[src/rtl/branch_target_predictor_if.sv]
// Fetch-side lookup and C-stage resolution signals between the
// pipeline control (master) and the branch target predictor (slave).
`ifndef BIT_COUNT
`define BIT_COUNT 32
`endif

interface branch_target_predictor_if #(
   parameter int W = `BIT_COUNT
);
   logic [W-1:0] PC_I;
   logic         StallI;
   logic         StallR;
   logic         StallC;
   logic         FlushR;
   logic         FlushC;
   logic         BranchValid_C;
   logic         Taken_C;
   logic [W-1:0] Target_C;
   logic [W-1:0] PC_C;
   logic         Predict;
   logic [W-1:0] Prediction;
   logic         PredictionCorrect_C;
   logic         Mispredict_C;

   modport master (
      output PC_I, StallI, StallR, StallC, FlushR, FlushC,
      output BranchValid_C, Taken_C, Target_C, PC_C,
      input  Predict, Prediction, PredictionCorrect_C, Mispredict_C
   );

   modport slave (
      input  PC_I, StallI, StallR, StallC, FlushR, FlushC,
      input  BranchValid_C, Taken_C, Target_C, PC_C,
      output Predict, Prediction, PredictionCorrect_C, Mispredict_C
   );
endinterface

[src/rtl/branch_target_predictor.sv]
// Direct-mapped BTB with 2-bit counters; prediction metadata rides
// I->R->C and is checked against the resolved outcome in C.
`ifndef BIT_COUNT
`define BIT_COUNT 32
`endif

module branch_target_predictor #(
   parameter int ENTRIES = 16
) (
   input logic                       clk,
   input logic                       reset,
   branch_target_predictor_if.slave  bus
);
   localparam int W   = `BIT_COUNT;
   localparam int IDX = $clog2(ENTRIES);
   localparam int TW  = W - IDX - 2;

   logic [ENTRIES-1:0] valid;
   logic [TW-1:0]      tag_q [ENTRIES];
   logic [W-1:0]       tgt_q [ENTRIES];
   logic [1:0]         ctr_q [ENTRIES];

   logic [IDX-1:0] idx_i;
   logic [IDX-1:0] idx_c;
   logic [TW-1:0]  tag_i;
   logic [TW-1:0]  tag_c;
   logic           hit_i;
   logic           hit_c;
   logic           pred_i;
   logic [W-1:0]   ptgt_i;

   logic           pt_r;
   logic [W-1:0]   ptg_r;
   logic           pt_c;
   logic [W-1:0]   ptg_c;

   logic           correct;
   logic           train;
   logic [1:0]     ctr_cur;
   logic [1:0]     ctr_up;
   logic [1:0]     ctr_dn;

   logic           unused;
   assign unused = ^{bus.StallI, bus.PC_I[1:0], bus.PC_C[1:0]};

   assign idx_i = bus.PC_I[IDX+1:2];
   assign tag_i = bus.PC_I[W-1:IDX+2];
   assign idx_c = bus.PC_C[IDX+1:2];
   assign tag_c = bus.PC_C[W-1:IDX+2];

   assign hit_i  = valid[idx_i] && (tag_q[idx_i] == tag_i);
   assign hit_c  = valid[idx_c] && (tag_q[idx_c] == tag_c);
   assign pred_i = hit_i && ctr_q[idx_i][1];
   assign ptgt_i = hit_i ? tgt_q[idx_i] : '0;

   assign bus.Predict    = pred_i;
   assign bus.Prediction = ptgt_i;

   // Target only matters when the branch was actually taken.
   assign correct = bus.BranchValid_C
                 && (pt_c == bus.Taken_C)
                 && (!bus.Taken_C || (ptg_c == bus.Target_C));

   assign bus.PredictionCorrect_C = correct;
   assign bus.Mispredict_C        = bus.BranchValid_C && !correct;

   assign train   = bus.BranchValid_C && !bus.StallC && !bus.FlushC;
   assign ctr_cur = ctr_q[idx_c];
   assign ctr_up  = (ctr_cur == 2'd3) ? 2'd3 : ctr_cur + 2'd1;
   assign ctr_dn  = (ctr_cur == 2'd0) ? 2'd0 : ctr_cur - 2'd1;

   always_ff @(posedge clk) begin
      if (reset) begin
         valid <= '0;
         pt_r  <= 1'b0;
         ptg_r <= '0;
         pt_c  <= 1'b0;
         ptg_c <= '0;
      end else begin
         if (bus.FlushR) begin
            pt_r  <= 1'b0;
            ptg_r <= '0;
         end else if (!bus.StallR) begin
            pt_r  <= pred_i;
            ptg_r <= ptgt_i;
         end
         if (bus.FlushC) begin
            pt_c  <= 1'b0;
            ptg_c <= '0;
         end else if (!bus.StallC) begin
            pt_c  <= pt_r;
            ptg_c <= ptg_r;
         end
         if (train && !hit_c && bus.Taken_C) begin
            valid[idx_c] <= 1'b1;
         end
      end
   end

   // Table payload carries no reset; valid bits gate its use.
   always_ff @(posedge clk) begin
      if (!reset && train) begin
         if (hit_c) begin
            if (bus.Taken_C) begin
               ctr_q[idx_c] <= ctr_up;
               tgt_q[idx_c] <= bus.Target_C;
            end else begin
               ctr_q[idx_c] <= ctr_dn;
            end
         end else if (bus.Taken_C) begin
            tag_q[idx_c] <= tag_c;
            tgt_q[idx_c] <= bus.Target_C;
            ctr_q[idx_c] <= 2'd2;
         end
      end
   end
endmodule

[src/flat_wrapper.sv]
// flat-port wrapper written by rule: the top's interface ports become plain ports
module branch_target_predictor_flat 
#(
   parameter int ENTRIES = 16
)
  (clk, reset, bus_PC_I, bus_StallI, bus_StallR, bus_StallC, bus_FlushR, bus_FlushC, bus_BranchValid_C, bus_Taken_C, bus_Target_C, bus_PC_C, bus_Predict, bus_Prediction, bus_PredictionCorrect_C, bus_Mispredict_C);
  branch_target_predictor_if #(.W((`BIT_COUNT))) bus_i ();
  input logic clk;
  input logic reset;
  input wire logic [$bits(bus_i.PC_I)-1:0] bus_PC_I;
  input wire logic [$bits(bus_i.StallI)-1:0] bus_StallI;
  input wire logic [$bits(bus_i.StallR)-1:0] bus_StallR;
  input wire logic [$bits(bus_i.StallC)-1:0] bus_StallC;
  input wire logic [$bits(bus_i.FlushR)-1:0] bus_FlushR;
  input wire logic [$bits(bus_i.FlushC)-1:0] bus_FlushC;
  input wire logic [$bits(bus_i.BranchValid_C)-1:0] bus_BranchValid_C;
  input wire logic [$bits(bus_i.Taken_C)-1:0] bus_Taken_C;
  input wire logic [$bits(bus_i.Target_C)-1:0] bus_Target_C;
  input wire logic [$bits(bus_i.PC_C)-1:0] bus_PC_C;
  output wire logic [$bits(bus_i.Predict)-1:0] bus_Predict;
  output wire logic [$bits(bus_i.Prediction)-1:0] bus_Prediction;
  output wire logic [$bits(bus_i.PredictionCorrect_C)-1:0] bus_PredictionCorrect_C;
  output wire logic [$bits(bus_i.Mispredict_C)-1:0] bus_Mispredict_C;
  assign bus_i.PC_I = bus_PC_I;
  assign bus_i.StallI = bus_StallI;
  assign bus_i.StallR = bus_StallR;
  assign bus_i.StallC = bus_StallC;
  assign bus_i.FlushR = bus_FlushR;
  assign bus_i.FlushC = bus_FlushC;
  assign bus_i.BranchValid_C = bus_BranchValid_C;
  assign bus_i.Taken_C = bus_Taken_C;
  assign bus_i.Target_C = bus_Target_C;
  assign bus_i.PC_C = bus_PC_C;
  assign bus_Predict = bus_i.Predict;
  assign bus_Prediction = bus_i.Prediction;
  assign bus_PredictionCorrect_C = bus_i.PredictionCorrect_C;
  assign bus_Mispredict_C = bus_i.Mispredict_C;
  branch_target_predictor #(.ENTRIES(ENTRIES)) u_core (.clk(clk), .reset(reset), .bus(bus_i));
endmodule
[config.mk]
export PLATFORM = sky130hd
export DESIGN_NAME = branch_target_predictor_flat
export DESIGN_NICKNAME = d
export VERILOG_FILES = /design/src/rtl/branch_target_predictor_if.sv /design/src/rtl/branch_target_predictor.sv /design/src/flat_wrapper.sv
export SDC_FILE = /design/constraint.sdc
export NUM_CORES = 1
export LEC_CHECK = 0
export ABC_CLOCK_PERIOD_IN_PS = 6300
export BUFFER_PORTS_ARGS = -buffer_cell sky130_fd_sc_hd__buf_2
export CAP_MARGIN = 0
export CORE_MARGIN = 2
export CORE_UTILIZATION = 60
export CTS_BUF_LIST = sky130_fd_sc_hd__clkbuf_4 sky130_fd_sc_hd__clkbuf_8 sky130_fd_sc_hd__clkbuf_16
export CTS_CLUSTER_SIZE = 28
export DETAILED_ROUTE_END_ITERATION = 10
export GPL_ROUTABILITY_DRIVEN = 0
export HOLD_SLACK_MARGIN = 0.08
export PLACE_DENSITY = 0.77
export SLEW_MARGIN = 20
export SYNTH_ARGS = -nofsm -noshare
export SYNTH_HDL_FRONTEND = slang
export SYNTH_SLANG_ARGS = --single-unit
[constraint.sdc]
create_clock -name clk -period 6.3 [get_ports clk]
set_input_delay 1.26 -clock clk [delete_from_list [all_inputs] [get_ports clk]]
set_output_delay 1.26 -clock clk [all_outputs]
set_load 0.02 [all_outputs]
Word level (Yosys, flattened, before mapping)
Memories as Yosys holds them, arrays and structs flattened.
Cells that the tools add are included.
{ "op_classes": {"magnitude_cmp": 3, "addsub": 2, "mux": 23, "reduce_logical": 22, "bitwise_logic": 4, "eq_ne": 5} }
{ "ops": {"columns": ["operator", "n"], "rows": [
  ["2-to-1 mux 32 bit", 2],
  ["== test 26 bit", 2],
  ["== test 32 bit", 1],
  ["OR 16 bit", 1],
  ["2-to-1 mux 1 bit", 14],
  ["logical AND 1 bit", 12],
  ["less-than comparator 4 x 5 -> 1 bit, second input constant", 2],
  ["binary-select mux 1 bit (select 4 bit)", 2],
  ["2-to-1 mux 2 bit", 4],
  ["zero test 1 bit", 6],
  ["demux 1 bit (select 4 bit)", 1],
  ["greater-or-equal comparator 4 x 1 -> 1 bit, second input constant", 1],
  ["OR reduction 2 bit", 2],
  ["OR 1 bit", 3],
  ["adder 2 x 1 -> 2 bit, second input constant", 1],
  ["== test 2 bit, second input constant", 1],
  ["zero test 2 bit", 1],
  ["subtractor 2 x 1 -> 2 bit, second input constant", 1],
  ["== test 1 bit", 1],
  ["logical OR 1 bit", 1]
]} }
{ "totals": {"elab_cells": 67, "mem_count": 3, "reg_bits": 82, "mem_bits_rw": 960, "in_bits": 105, "out_inout_bits": 35} }
{ "mem_list": {"columns": ["memory", "depth", "width", "rd", "rd_clocked_by_memory_dff", "write_ports", "line", "rtl"], "rows": [
  ["u_core.tgt_q", 16, 32, 1, 0, 1, "branch_target_predictor.sv:20", "logic [W-1:0] tgt_q [ENTRIES];"],
  ["u_core.tag_q", 16, 26, 2, 0, 1, "branch_target_predictor.sv:19", "logic [TW-1:0] tag_q [ENTRIES];"],
  ["u_core.ctr_q", 16, 2, 2, 0, 1, "branch_target_predictor.sv:21", "logic [1:0] ctr_q [ENTRIES];"]
]} }

Depth between registers and ports, before layout
Gate-level depths: netlist of the first run.
{ "logic_depth": {"word_depth": 8, "depth_mapped": 16, "depth_no_buf": 9} }

Worst setup path after synthesis of the first run
OpenSTA, ideal clock, no wires.
{ "synth_timing": {"kind": "input to register", "startpoint": "in bus_PC_C[2]", "endpoint": "mem u_core.tag_q[10][0] in the netlist's numbering (enable)", "setup_ps": 444, "arrival_time_ps": 5221, "t_required_ps": 5856, "path_stages": 12, "n_path_buf": 4, "setup_slack_ps": 635, "path_cell_list": "buf_6 -> buf_6 -> buf_6 -> buf_2 -> mux4_2 -> mux2i_1 -> xnor2_1 -> nor3_1 -> a41o_1 -> o21ai_1 -> nor4_4 -> nor3_1"} }
{ "synth_via": {"elab_chain_cells": 6, "word_cells_on_any_way": 8, "classes_between": "1 x eq/ne; 5 x mux; 1 x reduce/logical; 1 x memory"} }
{ "synth_rtl": {"columns": ["item", "line", "rtl"], "rows": [
  ["start, declared", "flat_wrapper.sv:19", "input wire logic [$bits(bus_i.PC_C)-1:0] bus_PC_C;"],
  ["memory read (16 x 26 bit) or binary-select mux 1 bit (select 4 bit) (tied branches)", null, null],
  ["== test 26 bit or 2-to-1 mux 1 bit (tied branches)", "branch_target_predictor.sv:52", "assign hit_c = valid[idx_c] && (tag_q[idx_c] == tag_c);"],
  ["logical AND 1 bit", "branch_target_predictor.sv:52", null],
  ["2-to-1 mux 1 bit", "branch_target_predictor.sv:103", "if (hit_c) begin"],
  ["2-to-1 mux 1 bit", "branch_target_predictor.sv:102", "if (!reset && train) begin"],
  ["2-to-1 mux 1 bit (not written as such)", "branch_target_predictor.sv:111", "tag_q[idx_c] <= tag_c;"],
  ["end, declared", "branch_target_predictor.sv:19", null]
]} }
Several ways; a longest one is shown, not always the timed one. The select of a mux whose other input is x is not followed.

Worst setup path after layout of the first run
{ "layout_timing": {"startpoint": "in bus_PC_I[2]", "endpoint": "out bus_Prediction[5]"} }
{ "layout_via": {"elab_chain_cells": 4, "word_cells_on_any_way": 7, "classes_between": "1 x eq/ne; 3 x mux; 1 x reduce/logical; 2 x memory"} }
{ "layout_rtl": {"columns": ["item", "line", "rtl"], "rows": [
  ["start, declared", "flat_wrapper.sv:10", "input wire logic [$bits(bus_i.PC_I)-1:0] bus_PC_I;"],
  ["memory read (16 x 26 bit) or binary-select mux 1 bit (select 4 bit) (tied branches)", null, null],
  ["== test 26 bit or 2-to-1 mux 1 bit (tied branches)", "branch_target_predictor.sv:51", "assign hit_i = valid[idx_i] && (tag_q[idx_i] == tag_i);"],
  ["logical AND 1 bit", "branch_target_predictor.sv:51", null],
  ["2-to-1 mux 32 bit (*)", "branch_target_predictor.sv:54", "assign ptgt_i = hit_i ? tgt_q[idx_i] : '0;"],
  ["end, declared", "flat_wrapper.sv:21", "output wire logic [$bits(bus_i.Prediction)-1:0] bus_Prediction;"]
]} }
Every way passes the cells marked *; elsewhere a longest branch is shown, timed or not. The select of a mux whose other input is x is not followed.

==> reports/metrics.yaml, run 1 <==
status: "finished, final reports clean"
cts_tree: "built"
dp_hpwl_um: 68840
post-route-min-period_ns: 6.202
ant_nets: 0
synth.distinct_cells: 73
floorplan.initialDensity: 0.6061
layout_setup_ws_ns: 0.09805
max_freq_mhz: 161.2
cp.arrival_ns: 4.94
cp-start-kind: "input port"
grt_pass1_wl_um: 170100
clockPowerShare: 0.417
finalInstanceArea_mm2: 0.05101
worst-path-max-fanout: 33
peakVddDrop_v: 0.0002612
switching_share: 0.2160
first_global_vias: 26070
drv_slew: 0
synthArstFlopShare: 0
p_leak_uw: 0.01691
grt_max_degree: 99
cts-root-buf: "clkbuf_16"
tightest_slew_ns: 0.9959
max_slew_margin: 0.3360
max-cap-violations: 0
vias: 25420
routedWlPerCell_um: 31.42
ctsResizeCount: 0
setup_viol: 0
period_share: 0.9844
p_int_uw: 11480
syn_inst: 2430
power_frac_seq: 0.517
antenna_found_initial: 13
netlist_area_mm2: 0.04520
cts_buffer_depth: 3
clock_latency_ns: 0.67
grt_use_total: 0.3012
hp-class: "flop to flop"
fin_worst_skew_ns: 0.02742
ys.warnings.count: 0
numPlacedInstances: 3482
power.switching_uw: 3163
pwr-share-comb: 0.067
dp_slack_ns: 0.07668
post-cts-setup-buffers: 0
drc_errors: 0
die_x_um: 278.5
core_mm2: 0.07457
postCtsHoldBufs: 0
fin_setup_tns_ns: 0
critPathKind: "input port to primary output"
hold_viol: 0
die_height_um: 278.5
die-area_mm2: 0.07754
io_pins: 140
power_density_mw_per_mm2: 287.2
layout_common_cells: "edfxtp_1, mux4_2, mux2i_1, buf_2, clkbuf_16"
drive_gt1_frac: 0.3174
place_area_mm2: 0.04756
syn2layout_area_growth_pct: 12.85
cts_buffers: 104
first_iter_violations: 3178
nets: 2724
yosysSeqAreaShare: 0.6741
synth_nets: 2535
cts.clk_slew.worst_paths_ns: 0.06
via_per_inst: 6.908
cp.required_ns: 5.04
drt-pass1-iter-count: 8
htree_num_levels: 3
overflow: 0
critPathCaptureType: "primary output"
drt-total-wl_um: 115600
synth_edf_count: 960
clock-sinks: 1042
rows: 100
rsz0062_at_grt: "no"
ys_seq_elements: 1042
yosys_most_used_dff: "edfxtp_1"
fillers: 4612
final_common_cell: "edfxtp_1"
regArea_mm2: 0.03047
multiInputGateArea_mm2: 0.01403
syn_area_per_cell_um2: 18.60
port-buffer-count: 134
layout.cells.non_filler: 3680
-- cells in the mapped netlist, types with 42 or more instances --
master	instances	area (µm²)
buf_2	44	220.2
clkbuf_1	75	281.5
dfxtp_1	82	1642
edfxtp_1	960	28830
mux2_2	52	585.6
mux2i_1	164	1642
mux4_2	338	7612
nand2_1	95	356.6
nor2_1	106	397.9
o21ai_0	42	210.2
o22ai_1	51	319.1
xnor2_1	51	446.7
-- sequential cells by signal, indices dropped and copies added, names as in the netlist --
register      flops
u_core.valid     16
u_core.pt_r       1
u_core.tag_q    416
u_core.ptg_r     32
u_core.ctr_q     32
u_core.ptg_c     32
u_core.tgt_q    512
u_core.pt_c       1
-- logic make-up (layout without fill, tap and decap cells) --
family	count (synthesis)	count (layout)	share of synthesized area
AND/OR/NAND/NOR	364	364	0.04114
flip-flops	1042	1042	0.6741
multiplexers	554	554	0.2177
buffers and inverters	178	454	0.01966
other	0	5	0
XOR/XNOR	87	87	0.01686
AO/OA/AOI/OAI	205	205	0.03051
-- area by class of cell --
| class | instances | share of cell area |
|---|---|---|
| Inverter | 18 | 0.001325 |
| Clock inverter | 61 | 0.01033 |
| Antenna cell | 5 | 0.0002453 |
| Multi-Input combinational cell | 1210 | 0.2750 |
| Timing Repair Buffer | 243 | 0.03547 |
| Sequential cell | 1042 | 0.5974 |
| Tap cell | 969 | 0.02377 |
| Clock buffer | 132 | 0.05647 |
-- routing by layer --
metal / vias to the layer above / wire, µm / global-route usage
met1: 13160 / 42340 / 0.4006
met3: 300 / 10710 / 0.05591
met5: - / 72 / 0
li1: 10400 / - / -
met2: 1554 / 57110 / 0.4949
met4: 10 / 5393 / 0.1294
-- through the flow --
| stage | power (µW) | hold slack [ns] | utilization |
|---|---|---|---|
| floorplan | 8318 | 0.4381 | - |
| global route | 15010 | 0.4989 | 0.6838 |
| finish | 14650 | 0.4769 | 0.6840 |
| detailed placement | 8677 | 0.4613 | 0.6378 |
| global placement | 8654 | 0.4537 | 0.6378 |
| CTS | 14690 | 0.4754 | 0.6835 |
-- path summary, 6_finish.rpt --
| check | startpoint | endpoint | slack [ns] | cells after the start |
|---|---|---|---|---|
| worst min-delay path | u_core.valid[12] | u_core.valid[12] | 0.48 | 1 |
| worst min register to register | u_core.valid[12] | u_core.valid[12] | 0.48 | 1 |
| worst max-delay path | bus_PC_I[2] | bus_Prediction[5] | 0.1 | 12 |
| worst max register to register | u_core.tag_q[15][1] | u_core.ctr_q[4][0] | 2.27 | 9 |
-- critical path: stages --
cell	delay, ns
buf_8	0.13
buf_12	0.19
buf_4	0.22
mux4_2	0.52
mux4_2	0.53
xnor2_1	0.27
nand4_1	0.14
or3_1	0.42
or4_2	0.62
buf_12	0.22
nor2_1	0.16
buf_2	0.20
-- power groups by stage --
stage / combinational (µW) / sequential [µW] / clock [µW]
6_report: 979 / 7570 / 6100
4_1_cts: 970 / 7570 / 6160
3_3_place_gp: 943 / 7710 / 0
5_1_grt: 1030 / 7560 / 6420
3_5_place_dp: 965 / 7710 / 0
2_1_floorplan: 604 / 7710 / 0
Power figures use the tool's default switching activity.
==> run 2, diff against run 1 <==
--- a/config.mk
+++ b/config.mk
@@ -5,17 +5,17 @@
 export SDC_FILE = /design/constraint.sdc
 export NUM_CORES = 1
 export LEC_CHECK = 0
-export ABC_CLOCK_PERIOD_IN_PS = 6300
+export ABC_CLOCK_PERIOD_IN_PS = 6250
 export BUFFER_PORTS_ARGS = -buffer_cell sky130_fd_sc_hd__buf_2
 export CAP_MARGIN = 0
 export CORE_MARGIN = 2
-export CORE_UTILIZATION = 60
+export CORE_UTILIZATION = 62
 export CTS_BUF_LIST = sky130_fd_sc_hd__clkbuf_4 sky130_fd_sc_hd__clkbuf_8 sky130_fd_sc_hd__clkbuf_16
 export CTS_CLUSTER_SIZE = 28
 export DETAILED_ROUTE_END_ITERATION = 10
 export GPL_ROUTABILITY_DRIVEN = 0
 export HOLD_SLACK_MARGIN = 0.08
-export PLACE_DENSITY = 0.77
+export PLACE_DENSITY = 0.79
 export SLEW_MARGIN = 20
 export SYNTH_ARGS = -nofsm -noshare
 export SYNTH_HDL_FRONTEND = slang
==> constraint.sdc (replaced) <==
create_clock -name clk -period 6.25 [get_ports clk]
set_input_delay 1.25 -clock clk [delete_from_list [all_inputs] [get_ports clk]]
set_output_delay 1.25 -clock clk [all_outputs]
set_load 0.02 [all_outputs]
==> run 2 against run 1 <==
Net effect:
- power is 1.2% higher
- register-to-register slack worse by 0.12 ns
- hold slack better by 0.0021 ns
- wire length increased by 0.49%
- first-iteration DRC count fell by 2.0%
- clock power increased by 2%
- cell count shrank 0.87%
- utilization is 2.5 points higher
- sequential power is 0.8% higher
- largest cell class unchanged
==> reports/metrics.yaml, run 2 (synthesis gave the netlist of run 1 again) <==
via_per_inst: 7.007
tightest_slew_ns: 1.161
final_common_cell: "edfxtp_1"
vias: 25560
ant_nets: 0
cp.required_ns: 5.00
hp-start: "u_core.ptg_r[25]"
setup_viol: 0
die-area_mm2: 0.07507
grt_use_total: 0.3133
antenna_found_initial: 7
cp.arrival_ns: 4.92
hp-class: "flop to flop"
regArea_mm2: 0.03047
largest_reg_flops: 512
first_iter_violations: 3116
drive_gt1_frac: 0.3132
max_slew_margin: 0.2154
rsz0062_at_grt: "no"
worst-path-max-fanout: 33
fillers: 4350
wl_met1_um: 41350
critPathCaptureType: "primary output"
nets: 2710
clock_latency_ns: 0.68
drc_errors: 0
post-route-min-period_ns: 6.170
wl_met2_um: 58580
htree_num_levels: 3
die_x_um: 274.0
critPathKind: "input port to primary output"
wl_met3_um: 10670
floorplan.initialDensity: 0.6290
drt-pass1-iter-count: 7
cts-root-buf: "clkbuf_16"
hold_depth: 2
core_mm2: 0.07185
grt_pass1_wl_um: 169600
hold_viol: 0
io_pins: 140
r2r_slack_ns: 2.15
power_density_mw_per_mm2: 291.1
place_area_mm2: 0.04744
largest_register: "u_core.tgt_q"
dp_hpwl_um: 67590
max_freq_mhz: 162.1
status: "finished, final reports clean"
reg2regPathDepth: 8
whs_endpoint: "u_core.ptg_r[25]"
drv_slew: 0
clock-sinks: 1042
cts_buffer_depth: 3
layout_common_cells: "edfxtp_1, mux4_2, mux2i_1, buf_2, clkbuf_16"
routed.top_layer: "met5"
postCtsHoldBufs: 0
max-cap-violations: 0
fin_worst_skew_ns: 0.02556
drt-total-wl_um: 116200
p_leak_uw: 0.01685
top_regs: "u_core.tgt_q x512, u_core.tag_q x416"
first_global_vias: 26200
die_height_um: 274.0
syn2layout_area_growth_pct: 12.70
overflow: 0
reg2reg_from: "u_core.tag_q[7][25]"
routedWlPerCell_um: 31.85
cp-start-kind: "input port"
peakVddDrop_v: 0.0003182
multiInputGateArea_mm2: 0.01401
rows: 98
reg2reg_to: "u_core.ctr_q[0][1]"
cts_buffers: 102
finalInstanceArea_mm2: 0.05094
cts.clk_slew.worst_paths_ns: 0.06
cts_tree: "built"
port-buffer-count: 134
period_share: 0.9872
grt_max_degree: 88
fin_setup_tns_ns: 0
[run 2: cell types whose count changed in the layout (fill, tap and decap cells not counted), sizes merged]
| cell | delta |
|---|---|
| buf | -13 |
| bufinv | +3 |
| clkbuf | -2 |
| clkinv | -3 |
| clkinvlp | +3 |
| diode | +1 |
| inv | -2 |
[run 2: timing repair]
item | 4_1_cts | 5_1_grt
buffers inserted | 0 | 1
gates resized for setup | 0 | 2
endpoints found under the setup margin | 0 | 22
[run 2: worst max-delay path by stage]
stage / cells after the start / slack (ns) / end / startpoint
finish: 11 / 0.08 / bus_Prediction[19] / bus_PC_I[2]
global route: 9 / 0.005 / bus_Prediction[21] / bus_PC_I[2]
CTS: 12 / 0.03 / bus_Prediction[19] / bus_PC_I[2]
detailed placement: 12 / 0.07 / bus_Prediction[5] / bus_PC_I[2]
global placement: 12 / 0.14 / bus_Prediction[21] / bus_PC_I[2]
floorplan: 12 / 0.59 / u_core.tag_q[10][0] / bus_PC_C[2]
[run 2: power breakdown]
| part | switching [µW] | internal [µW] |
|---|---|---|
| combinational | 587 | 402 |
| sequential | 5.04 | 7620 |
| clock | 2600 | 3610 |
| total | 3190 | 11600 |
[run 2: critical path: stages]
cell     delay, ns
buf_8         0.10
buf_12        0.17
mux4_2        0.53
mux4_2        0.50
xnor2_1       0.32
nand4_1       0.12
or4_1         0.53
or4_2         0.77
buf_12        0.23
nor2_1        0.16
buf_2         0.20
[run 2: final cells by class]
class / count / share of cell area
diodes: 6 / 0.0002948
inverters: 18 / 0.001326
clock buffers: 129 / 0.05527
flip-flops and latches: 1042 / 0.5982
multi-input cells: 1210 / 0.2751
clock inverters: 62 / 0.01206
repair buffers: 231 / 0.03441
well taps: 950 / 0.02334
[run 2: metrics by stage]
step	std cells	total power (µW)	hold WS, ns	utilization	setup slack, ns
after floorplan	2430	8384	0.4381	-	0.5947
after global placement	3449	8714	0.4504	0.6603	0.1355
after detailed placement	3449	8740	0.4641	0.6603	0.06917
after CTS	3640	14860	0.4757	0.7080	0.02928
after global routing	3645	15180	0.4984	0.7088	0.005262
final	3648	14830	0.4791	0.7089	0.07979
[run 2: metal layers]
| metal | vias up | GRT usage |
|---|---|---|
| li1 | 10390 | - |
| met1 | 13200 | 0.4084 |
| met2 | 1596 | 0.5207 |
| met3 | 366 | 0.05622 |
| met4 | 8 | 0.1434 |
| met5 | - | 0 |
